$ cat src/rtl/snn_pkg.sv
// Shared definitions for the spiking-neuron datapath (LIF neuron and STDP stage).
package snn_pkg;

  localparam int DEF_NUM_PRE   = 4;
  localparam int DEF_W_WIDTH   = 4;
  localparam int DEF_V_WIDTH   = 8;
  localparam int SPIKE_CNT_W   = 8;

  typedef enum logic [1:0] {
    IDLE       = 2'd0,
    INTEGRATE  = 2'd1,
    REFRACTORY = 2'd2
  } lif_state_e;

  // Width that holds the sum of n unsigned w-bit values without overflow.
  function automatic int sum_width(input int n, input int w);
    return w + $clog2(n);
  endfunction

endpackage

$ cat src/rtl/lif_neuron_if.sv
// Bus between a LIF neuron and whatever drives its synaptic inputs and
// consumes its spike/membrane outputs.
interface lif_neuron_if import snn_pkg::*; #(
  parameter int NUM_PRE = DEF_NUM_PRE,
  parameter int W_WIDTH = DEF_W_WIDTH,
  parameter int V_WIDTH = DEF_V_WIDTH
);

  logic                         enable;
  logic [NUM_PRE-1:0]           pre_spike;
  logic [NUM_PRE*W_WIDTH-1:0]   weight;
  logic                         post_spike;
  logic [V_WIDTH-1:0]           membrane;
  logic                         refractory;
  logic [1:0]                   state;
  logic [SPIKE_CNT_W-1:0]       spike_count;

  modport master (
    output enable, pre_spike, weight,
    input  post_spike, membrane, refractory, state, spike_count
  );

  modport slave (
    input  enable, pre_spike, weight,
    output post_spike, membrane, refractory, state, spike_count
  );

endinterface

$ cat src/rtl/syn_adder.sv
// Combinational masked sum of synaptic weights. Input 0 owns the most
// significant weight field, input NUM_PRE-1 the least significant one.
module syn_adder import snn_pkg::*; #(
  parameter int NUM_PRE = DEF_NUM_PRE,
  parameter int W_WIDTH = DEF_W_WIDTH,
  parameter int SUM_W   = sum_width(NUM_PRE, W_WIDTH)
) (
  input  logic [NUM_PRE-1:0]         i_pre_spike,
  input  logic [NUM_PRE*W_WIDTH-1:0] i_weight,
  output logic [SUM_W-1:0]           o_syn_sum
);

  logic [SUM_W-1:0] w_acc;

  // Accumulate the weight of every input that spiked this cycle.
  always_comb begin
    w_acc = '0;
    for (int i = 0; i < NUM_PRE; i++) begin
      if (i_pre_spike[i]) begin
        w_acc = w_acc + SUM_W'(i_weight[(NUM_PRE-1-i)*W_WIDTH +: W_WIDTH]);
      end else begin
        w_acc = w_acc;
      end
    end
  end

  assign o_syn_sum = w_acc;

endmodule

$ cat src/rtl/lif_neuron.sv
// Leaky integrate-and-fire neuron: leak, saturating integration, threshold
// fire with a fixed refractory period, and a wrapping fire counter.
module lif_neuron import snn_pkg::*; #(
  parameter int NUM_PRE    = DEF_NUM_PRE,
  parameter int W_WIDTH    = DEF_W_WIDTH,
  parameter int V_WIDTH    = DEF_V_WIDTH,
  parameter int THRESHOLD  = 40,
  parameter int LEAK_SHIFT = 3,
  parameter int REFRACT    = 4
) (
  input  logic         clk,
  input  logic         rst,
  lif_neuron_if.slave  bus
);

  localparam int SUM_W = sum_width(NUM_PRE, W_WIDTH);
  // One bit of headroom over the wider operand so the add never wraps.
  localparam int EXT_W = ((V_WIDTH > SUM_W) ? V_WIDTH : SUM_W) + 1;
  localparam int CNT_W = $clog2(REFRACT + 1);

  localparam logic [EXT_W-1:0] V_MAX_EXT   = {{(EXT_W-V_WIDTH){1'b0}}, {V_WIDTH{1'b1}}};
  localparam logic [EXT_W-1:0] THR_EXT     = EXT_W'(THRESHOLD);
  localparam logic [CNT_W-1:0] REFRACT_CNT = CNT_W'(REFRACT);
  localparam logic [CNT_W-1:0] ONE_CNT     = CNT_W'(1);

  lif_state_e             r_state;
  logic [V_WIDTH-1:0]     r_membrane;
  logic                   r_post_spike;
  logic                   r_refractory;
  logic [SPIKE_CNT_W-1:0] r_spike_count;
  logic [CNT_W-1:0]       r_refr_cnt;

  lif_state_e             w_state_nxt;
  logic [V_WIDTH-1:0]     w_membrane_nxt;
  logic                   w_post_nxt;
  logic [SPIKE_CNT_W-1:0] w_spike_count_nxt;
  logic [CNT_W-1:0]       w_refr_cnt_nxt;

  logic [SUM_W-1:0]       w_syn_sum;
  logic [V_WIDTH-1:0]     w_leaked;
  logic [EXT_W-1:0]       w_v_ext;
  logic [EXT_W-1:0]       w_v_sat;
  logic [V_WIDTH-1:0]     w_v_next;
  logic                   w_fire;

  syn_adder #(
    .NUM_PRE (NUM_PRE),
    .W_WIDTH (W_WIDTH),
    .SUM_W   (SUM_W)
  ) u_syn_adder (
    .i_pre_spike (bus.pre_spike),
    .i_weight    (bus.weight),
    .o_syn_sum   (w_syn_sum)
  );

  // Leak never underflows: v - (v >> k) is always >= 0.
  assign w_leaked = r_membrane - (r_membrane >> LEAK_SHIFT);
  assign w_v_ext  = EXT_W'(w_leaked) + EXT_W'(w_syn_sum);
  assign w_v_sat  = (w_v_ext > V_MAX_EXT) ? V_MAX_EXT : w_v_ext;
  assign w_v_next = w_v_sat[V_WIDTH-1:0];
  assign w_fire   = (w_v_sat >= THR_EXT);

  // Next-state and next-output decode for the neuron FSM.
  always_comb begin
    w_state_nxt       = r_state;
    w_membrane_nxt    = r_membrane;
    w_post_nxt        = 1'b0;
    w_spike_count_nxt = r_spike_count;
    w_refr_cnt_nxt    = r_refr_cnt;
    case (r_state)
      IDLE: begin
        if (bus.enable) begin
          w_state_nxt = INTEGRATE;
        end else begin
          w_state_nxt = IDLE;
        end
      end
      INTEGRATE: begin
        if (!bus.enable) begin
          // Inputs of the disabling cycle are discarded; membrane holds.
          w_state_nxt = IDLE;
        end else if (w_fire) begin
          w_state_nxt       = REFRACTORY;
          w_membrane_nxt    = '0;
          w_post_nxt        = 1'b1;
          w_spike_count_nxt = r_spike_count + 8'd1;
          w_refr_cnt_nxt    = REFRACT_CNT;
        end else begin
          w_membrane_nxt = w_v_next;
        end
      end
      REFRACTORY: begin
        // Countdown runs to completion regardless of enable.
        w_membrane_nxt = '0;
        if (r_refr_cnt <= ONE_CNT) begin
          w_refr_cnt_nxt = '0;
          if (bus.enable) begin
            w_state_nxt = INTEGRATE;
          end else begin
            w_state_nxt = IDLE;
          end
        end else begin
          w_refr_cnt_nxt = r_refr_cnt - ONE_CNT;
        end
      end
      default: begin
        w_state_nxt    = IDLE;
        w_membrane_nxt = '0;
        w_refr_cnt_nxt = '0;
      end
    endcase
  end

  // State and output registers; reset overrides any pending event.
  always_ff @(posedge clk) begin
    if (rst) begin
      r_state       <= IDLE;
      r_membrane    <= '0;
      r_post_spike  <= 1'b0;
      r_refractory  <= 1'b0;
      r_spike_count <= '0;
      r_refr_cnt    <= '0;
    end else begin
      r_state       <= w_state_nxt;
      r_membrane    <= w_membrane_nxt;
      r_post_spike  <= w_post_nxt;
      r_refractory  <= (w_state_nxt == REFRACTORY);
      r_spike_count <= w_spike_count_nxt;
      r_refr_cnt    <= w_refr_cnt_nxt;
    end
  end

  assign bus.post_spike  = r_post_spike;
  assign bus.membrane    = r_membrane;
  assign bus.refractory  = r_refractory;
  assign bus.state       = r_state;
  assign bus.spike_count = r_spike_count;

endmodule

$ cat src/flat_wrapper.sv
// flat-port wrapper written by rule: the top's interface ports become plain ports
module lif_neuron_flat import snn_pkg::*;
#(
  parameter int NUM_PRE    = DEF_NUM_PRE,
  parameter int W_WIDTH    = DEF_W_WIDTH,
  parameter int V_WIDTH    = DEF_V_WIDTH,
  parameter int THRESHOLD  = 40,
  parameter int LEAK_SHIFT = 3,
  parameter int REFRACT    = 4
)
  (clk, rst, bus_enable, bus_pre_spike, bus_weight, bus_post_spike, bus_membrane, bus_refractory, bus_state, bus_spike_count);
  lif_neuron_if #(.NUM_PRE(NUM_PRE), .W_WIDTH(W_WIDTH), .V_WIDTH(V_WIDTH)) bus_i ();
  input  logic clk;
  input  logic rst;
  input wire logic [$bits(bus_i.enable)-1:0] bus_enable;
  input wire logic [$bits(bus_i.pre_spike)-1:0] bus_pre_spike;
  input wire logic [$bits(bus_i.weight)-1:0] bus_weight;
  output wire logic [$bits(bus_i.post_spike)-1:0] bus_post_spike;
  output wire logic [$bits(bus_i.membrane)-1:0] bus_membrane;
  output wire logic [$bits(bus_i.refractory)-1:0] bus_refractory;
  output wire logic [$bits(bus_i.state)-1:0] bus_state;
  output wire logic [$bits(bus_i.spike_count)-1:0] bus_spike_count;
  assign bus_i.enable = bus_enable;
  assign bus_i.pre_spike = bus_pre_spike;
  assign bus_i.weight = bus_weight;
  assign bus_post_spike = bus_i.post_spike;
  assign bus_membrane = bus_i.membrane;
  assign bus_refractory = bus_i.refractory;
  assign bus_state = bus_i.state;
  assign bus_spike_count = bus_i.spike_count;
  lif_neuron #(.NUM_PRE(NUM_PRE), .W_WIDTH(W_WIDTH), .V_WIDTH(V_WIDTH), .THRESHOLD(THRESHOLD), .LEAK_SHIFT(LEAK_SHIFT), .REFRACT(REFRACT)) u_core (.clk(clk), .rst(rst), .bus(bus_i));
endmodule
$ cat config.mk
export PLATFORM = sky130hd
export DESIGN_NAME = lif_neuron_flat
export DESIGN_NICKNAME = d
export VERILOG_FILES = /design/src/rtl/snn_pkg.sv /design/src/rtl/lif_neuron_if.sv /design/src/rtl/syn_adder.sv /design/src/rtl/lif_neuron.sv /design/src/flat_wrapper.sv
export SDC_FILE = /design/constraint.sdc
export NUM_CORES = 1
export LEC_CHECK = 0
export BUFFER_PORTS_ARGS = -buffer_cell sky130_fd_sc_hd__buf_4
export CELL_PAD_IN_SITES_DETAIL_PLACEMENT = 1
export CELL_PAD_IN_SITES_GLOBAL_PLACEMENT = 1
export CORE_ASPECT_RATIO = 1.75
export CORE_MARGIN = 10
export CORE_UTILIZATION = 30
export DETAILED_ROUTE_END_ITERATION = 8
export GPL_ROUTABILITY_DRIVEN = 0
export PLACE_DENSITY = 0.62
export SYNTH_ARGS = -nofsm -noshare
export SYNTH_HDL_FRONTEND = slang
export SYNTH_SLANG_ARGS = --single-unit
$ cat constraint.sdc
create_clock -name clk -period 17 [get_ports clk]
set_clock_uncertainty 0.2 [all_clocks]
set_input_delay 0.85 -clock clk [delete_from_list [all_inputs] [get_ports clk]]
set_output_delay 0.85 -clock clk [all_outputs]
set_load 0.05 [all_outputs]
# After elaboration in Yosys (flattened, before gate mapping)
# Index checks and enable logic that the tools add are counted.
# totals
romBits	0
in_bits	23
output_inout_bits	20
ram_bits	0
memories	0
regBits	23
wordCells	47
latch_bits	0
# classes
reduce_logical	5
n_div	0
n_eq_ne	5
shifts	0
order_cmp	3
n_mux	18
bitwise	3
mul	0
add_sub_neg	7
# op_table
op	count
6-bit by 4-bit adder with 6-bit output	3
6-bit two-way mux	3
8-bit two-way mux	2
8-bit one-hot mux with 2 select lines	1
8-bit by 6-bit adder with 9-bit output	1
9-bit by 6-bit greater-or-equal comparator with 1-bit output (second input constant)	1
9-bit by 8-bit > comparator with 1-bit output (second input constant)	1
3-bit two-way mux	3
9-bit two-way mux	1
3-bit one-hot mux with 3 select lines	1
8-bit by 1-bit adder with 8-bit output (second input constant)	1
8-bit by 5-bit subtractor with 8-bit output	1
2-bit two-way mux	3
2-bit one-hot mux with 3 select lines	1
3-bit AND reduction	2
2-bit equality test (second input constant)	2
4-bit two-way mux	1
3-bit by 1-bit less-or-equal comparator with 1-bit output (second input constant)	1
1-bit NOT	3
3-bit OR reduction	1
3-bit by 1-bit subtractor with 3-bit output (second input constant)	1
2-bit by 1-bit equality test with 1-bit output (second input constant)	1
2-bit logical NOT	1
1-bit two-way mux	2
3 further kinds	3

# Logic depth before layout (Yosys ltp)
# depth
word_depth	15
mapped_depth	27
depth_no_buf	25

# Hierarchy
# A second synthesis with hierarchy kept.
# unflattened
cells_unflattened	297
hier_area_um2	2384.8
# by_module_without_submodules
mod	cells_each	area_each_um2	n_inst	seq_area_each_um2
lif_neuron	201	1622.8	1	460.4
syn_adder	96	762.0	1	0.0

# Worst setup path before layout
# No wires, ideal clock.
# synth_path
path_type	in2reg
startpoint	input port bus_weight[12]
endpoint	register u_core.r_refr_cnt[1]
setup_time_ns	0.121
n_path_buf	1
setup_slack_ns	10.842
t_required_ns	16.679
path_stages	24
arrival_ns	5.838
cell_sequence	and2_1 ha_1 inv_1 fa_1 mux2i_1 ha_1 a21o_1 a21o_1 and2_1 o31ai_1 ha_1 nor2b_1 o2111ai_1 o31ai_1 a222oi_1 o21ba_2 ha_1 buf_1 nor3_1 a21o_1 a31oi_1 a2111o_1 o21ai_1 mux2_2
# synth_via
elab_chain_cells	13
# synth_rtl
item	line	source
start, declared	flat_wrapper.sv:17	input wire logic [$bits(bus_i.weight)-1:0] bus_weight;
4-bit two-way mux *	syn_adder.sv:19	if (i_pre_spike[i]) begin
6-bit by 4-bit adder with 6-bit output	syn_adder.sv:20	w_acc = w_acc + SUM_W'(i_weight[(NUM_PRE-1-i)*W_WIDTH +: W_WIDTH]);
6-bit two-way mux *	syn_adder.sv:19	
6-bit by 4-bit adder with 6-bit output	syn_adder.sv:20	
6-bit two-way mux *	syn_adder.sv:19	
6-bit by 4-bit adder with 6-bit output	syn_adder.sv:20	
6-bit two-way mux *	syn_adder.sv:19	
8-bit by 6-bit adder with 9-bit output *	lif_neuron.sv:58	assign w_v_ext = EXT_W'(w_leaked) + EXT_W'(w_syn_sum);
9-bit by 8-bit > comparator with 1-bit output	lif_neuron.sv:59	assign w_v_sat = (w_v_ext > V_MAX_EXT) ? V_MAX_EXT : w_v_ext;
9-bit two-way mux *	lif_neuron.sv:59	
9-bit by 6-bit greater-or-equal comparator with 1-bit output *	lif_neuron.sv:61	assign w_fire = (w_v_sat >= THR_EXT);
2-bit by 1-bit inequality test with 1-bit output (no line) *	--	
3-bit AND reduction (no line) *	--	
end signal, assigned	lif_neuron.sv:129	r_refr_cnt <= w_refr_cnt_nxt;
end, declared	lif_neuron.sv:31	logic [CNT_W-1:0] r_refr_cnt;
# Every way passes the cells marked *; elsewhere a longest branch is shown, timed or not.
# A chain may end at the register's enable or synchronous reset.

# Worst setup path after layout
# Ends and elaborated chain as after synthesis.

==> impl_results.md <==
- Buffers from clock root to sink, at most: 2
- Startpoint of the worst register-to-register path: u_core.bus.membrane[3]
- Number of failing setup endpoints in the final timing report: 0
- Fraction of the yosys area taken by sequential cells: 19.84%
- Number of diodes: 0
- Count of routing violations after the opening detailed-route iteration: 38
- Quantity of gates resized following cts: 0
- Die footprint: 11790 µm²
- Die extent in x: 86.49 µm
- Num ports: 43
- Site row count: 42
- Critical path fanouts, max: 17
- Post-route clock period utilization: 39.66%
- Share of final-layout standard cells stronger than drive strength 1: 18.29%
- GRT Resource Usage Total: 11.60%
- Signed area change from the synthesized netlist to the final layout: 20.11%
- Chip Height: 136.4 µm
- Starting Density: 30.67%
- WS Path Type: in -> reg
- Buffers inserted during post-CTS setup optimization: 0
- Maximum number of pins on one net before global-route repair: 25
- Static leakage: around 0.0013 µW
- Routed length per instance: between 15 and 20 µm
- Mapped Avg Cell Area: 7.976 µm²
- Post-synthesis sequential element count: 23
- Core footprint: between 7000 and 8000 µm²
- Clock root buffer master: sky130_fd_sc_hd__clkbuf_16
- Count of endpoints failing hold in the final timing report: 0
- Critical R2R Capture: u_core.r_refr_cnt[1]
- Length in cells of the worst reg-to-reg path: 12
- Hold buffers post-CTS: 0
- Worst Path Arrival: 6.69 ns
- Count of antenna-violating nets left after detailed routing: 0
- Count of buffers from port buffering: 42
- Top achievable clock speed: 148.3 MHz
- Max H-tree Level: 1
- Count of mapped cells out of synthesis: 291
- Max-slew violation count: 0
- Number of instances on the worst hold path: 2
- EDFF count, synth: 0
- DRC violations left: 0
- Clock slew seen by the registers of the worst setup and hold paths: 0.06 ns
- Number of nets at the end of the flow: about 390
- Clock tree from TritonCTS: built
- Via count: 2209
- Gr ovfl total: 0
- Number of optimization iterations in the first detailed-route pass: 4
- Overall Power: 185.6 µW
- Critical Path Source: bus_weight[12]
- End of the critical path: u_core.r_refr_cnt[1]
- R2R Setup Slk: 12.60 ns
- Synth warnings: 0
- Synth Net Count: 347
- Most common flop cell mapped by yosys: sky130_fd_sc_hd__dfxtp_1
- Detailed Route WL: 6.812 mm
- Element type at the critical path start: input pin
- Wire length of the first global-routing pass: roughly 11 mm
- Half-perimeter wire length after placement: 5.811 mm
- Status: complete, no violations
- RSZ-0062 raised after global routing: false
- Netlist area before placement: 2321 µm²
- Max-Cap Viols: 0
- Via count of the first global-routing pass: 2345
- Clock latency reported for the late side of the worst-skew pair: 0.26 ns
- Mean number of vias per cell: around 5.3
- Path type of the worst min-delay path: reg -> reg
- TritonCTS Sinks: 23
- Worst Max-Slew Pin Slew: about 0.54 ns
- Hold Startpoint: u_core.bus.membrane[0]
- Setup TNS: 0 ns
- Peak supply drop: 0.04384 mV
- Antenna violations before repair: 0
- Share of flip-flops with an asynchronous set or reset after synthesis: 0%
- Fin crit period: 6.742 ns
- Worst slew slack as a fraction of its limit: between 60% and 70%
- Capturing element type of the critical path: flip-flop
- Worst slack on hold paths: 0.2676 ns
- Clock buffer count from CTS: 3
- Pwr/cell area: roughly 67 nW/µm²
- Synth unique cells: 52
- Worst EP required: between 15 and 20 ns
## registers in the layout, indices dropped and copies added, names as in the netlist
| register | count |
|---|---|
| u_core.bus.spike_count | 8 |
| u_core.r_refr_cnt | 3 |
| u_core.bus.state | 2 |
| u_core.bus.membrane | 8 |
| u_core.bus.refractory | 1 |
| u_core.bus.post_spike | 1 |
## how the worst min path moves through the flow
stage | endpoint | slack, ns
finish | u_core.bus.membrane[0] | 0.27
global route | u_core.bus.membrane[2] | 0.29
floorplan | u_core.r_refr_cnt[0] | 0.25
detailed placement | u_core.bus.membrane[0] | 0.27
global placement | u_core.bus.membrane[0] | 0.26
CTS | u_core.bus.membrane[0] | 0.28
## logic make-up (layout without fill, tap and decap cells)
kind of cell	count (synthesis)	count (layout)	synth area share, %
buf+inv	31	68	5.175
xor+xnor	15	15	5.660
simple gates	100	100	22.10
compound gates	74	74	20.81
flops	23	23	19.84
fa+ha+maj	35	35	20.27
mux	13	13	6.146
## cells in the mapped netlist (all sizes together), types with 2 or more instances
master   count  area share, %
ha          28             15
nor2        27            4.5
dfxtp       23             20
inv         22            3.6
o21ai       21            4.5
a21oi       17            3.7
nand2       17            2.7
a21o        11            3.6
mux2        10            4.9
nand3       10            2.2
nor3        10            2.2
xnor2       10            3.8
nor2b        8            2.2
nand2b       6            1.6
and2         5            1.3
and3         5            1.3
buf          5           0.97
fa           5            4.3
o21a         5            1.6
xor2         5            1.9
clkbuf       4           0.65
a211oi       3            1.2
mux2i        3            1.3
maj3         2           0.86
nand3b       2           0.65
nand4        2           0.54
nor4b        2           0.75
o2111ai      2           0.75
o31ai        2           0.65
## area by class of cell
class / count / area (µm²)
multi-input combinational: 237 / 1740
sequential: 23 / 460.4
tap: 88 / 110.1
timing repair buffer: 42 / 315.3
clock buffer: 4 / 78.83
fill: 955 / 4780
inverter: 22 / 82.58
## routing by layer
metal | global-route usage, % | share of wire [%]
met1 | 10.21 | 36
met2 | 24.75 | 60
met3 | 1.558 | 2.8
met4 | 3.797 | 1.3
met5 | 0 | 0
## placed cells by master, fill, tap and decap left out, drive strengths merged, types with 2 or more instances in the layout
master,netlist,routed
buf,5,42
nand2b,6,6
nor2b,8,8
clkbuf,4,4
and3,5,5
inv,22,22
xor2,5,5
nor2,27,27
nand4,2,2
maj3,2,2
nor4b,2,2
o2111ai,2,2
ha,28,28
nand2,17,17
a21oi,17,17
nor3,10,10
o31ai,2,2
a211oi,3,3
nand3b,2,2
nand3,10,10
a21o,11,11
fa,5,5
o21a,5,5
and2,5,5
mux2,10,10
mux2i,3,3
xnor2,10,10
o21ai,21,21
dfxtp,23,23
## through the flow
step	cells	setup WS (ns)	util (%)	area, µm²
global placement	412	9.899	35.80	2709
CTS	416	10.18	36.84	2788
detailed placement	412	9.931	35.80	2709
floorplan	291	10.84	-	2321
finish	416	10.26	36.84	2788
global route	416	9.809	36.84	2788
## where the power goes
| part | internal, µW | switching, µW | leakage (µW) |
|---|---|---|---|
| Clock | 32.1 | 20.6 | 0.0000382 |
| Combinational | 33.4 | 44.4 | 0.00103 |
| Sequential | 54.4 | 0.687 | 0.000185 |
## critical path, stage by stage
cell	delay, ns
sky130_fd_sc_hd__buf_4	0.11
sky130_fd_sc_hd__and2_1	0.16
sky130_fd_sc_hd__ha_1	0.19
sky130_fd_sc_hd__inv_1	0.07
sky130_fd_sc_hd__fa_1	0.40
sky130_fd_sc_hd__mux2i_1	0.33
sky130_fd_sc_hd__ha_1	0.30
sky130_fd_sc_hd__a21o_1	0.15
sky130_fd_sc_hd__a21o_1	0.19
sky130_fd_sc_hd__and2_1	0.18
sky130_fd_sc_hd__o31ai_1	0.28
sky130_fd_sc_hd__ha_1	0.31
sky130_fd_sc_hd__nor2b_1	0.14
sky130_fd_sc_hd__o21ai_0	0.30
sky130_fd_sc_hd__xnor2_1	0.14
sky130_fd_sc_hd__xnor2_1	0.14
sky130_fd_sc_hd__ha_1	0.43
sky130_fd_sc_hd__nor4b_1	0.33
sky130_fd_sc_hd__o21ai_1	0.11
sky130_fd_sc_hd__nor4bb_1	0.15
sky130_fd_sc_hd__a2111o_1	0.62
sky130_fd_sc_hd__o21ai_1	0.40
sky130_fd_sc_hd__mux2_2	0.38
No activity file was read; power rests on OpenSTA's default activity.
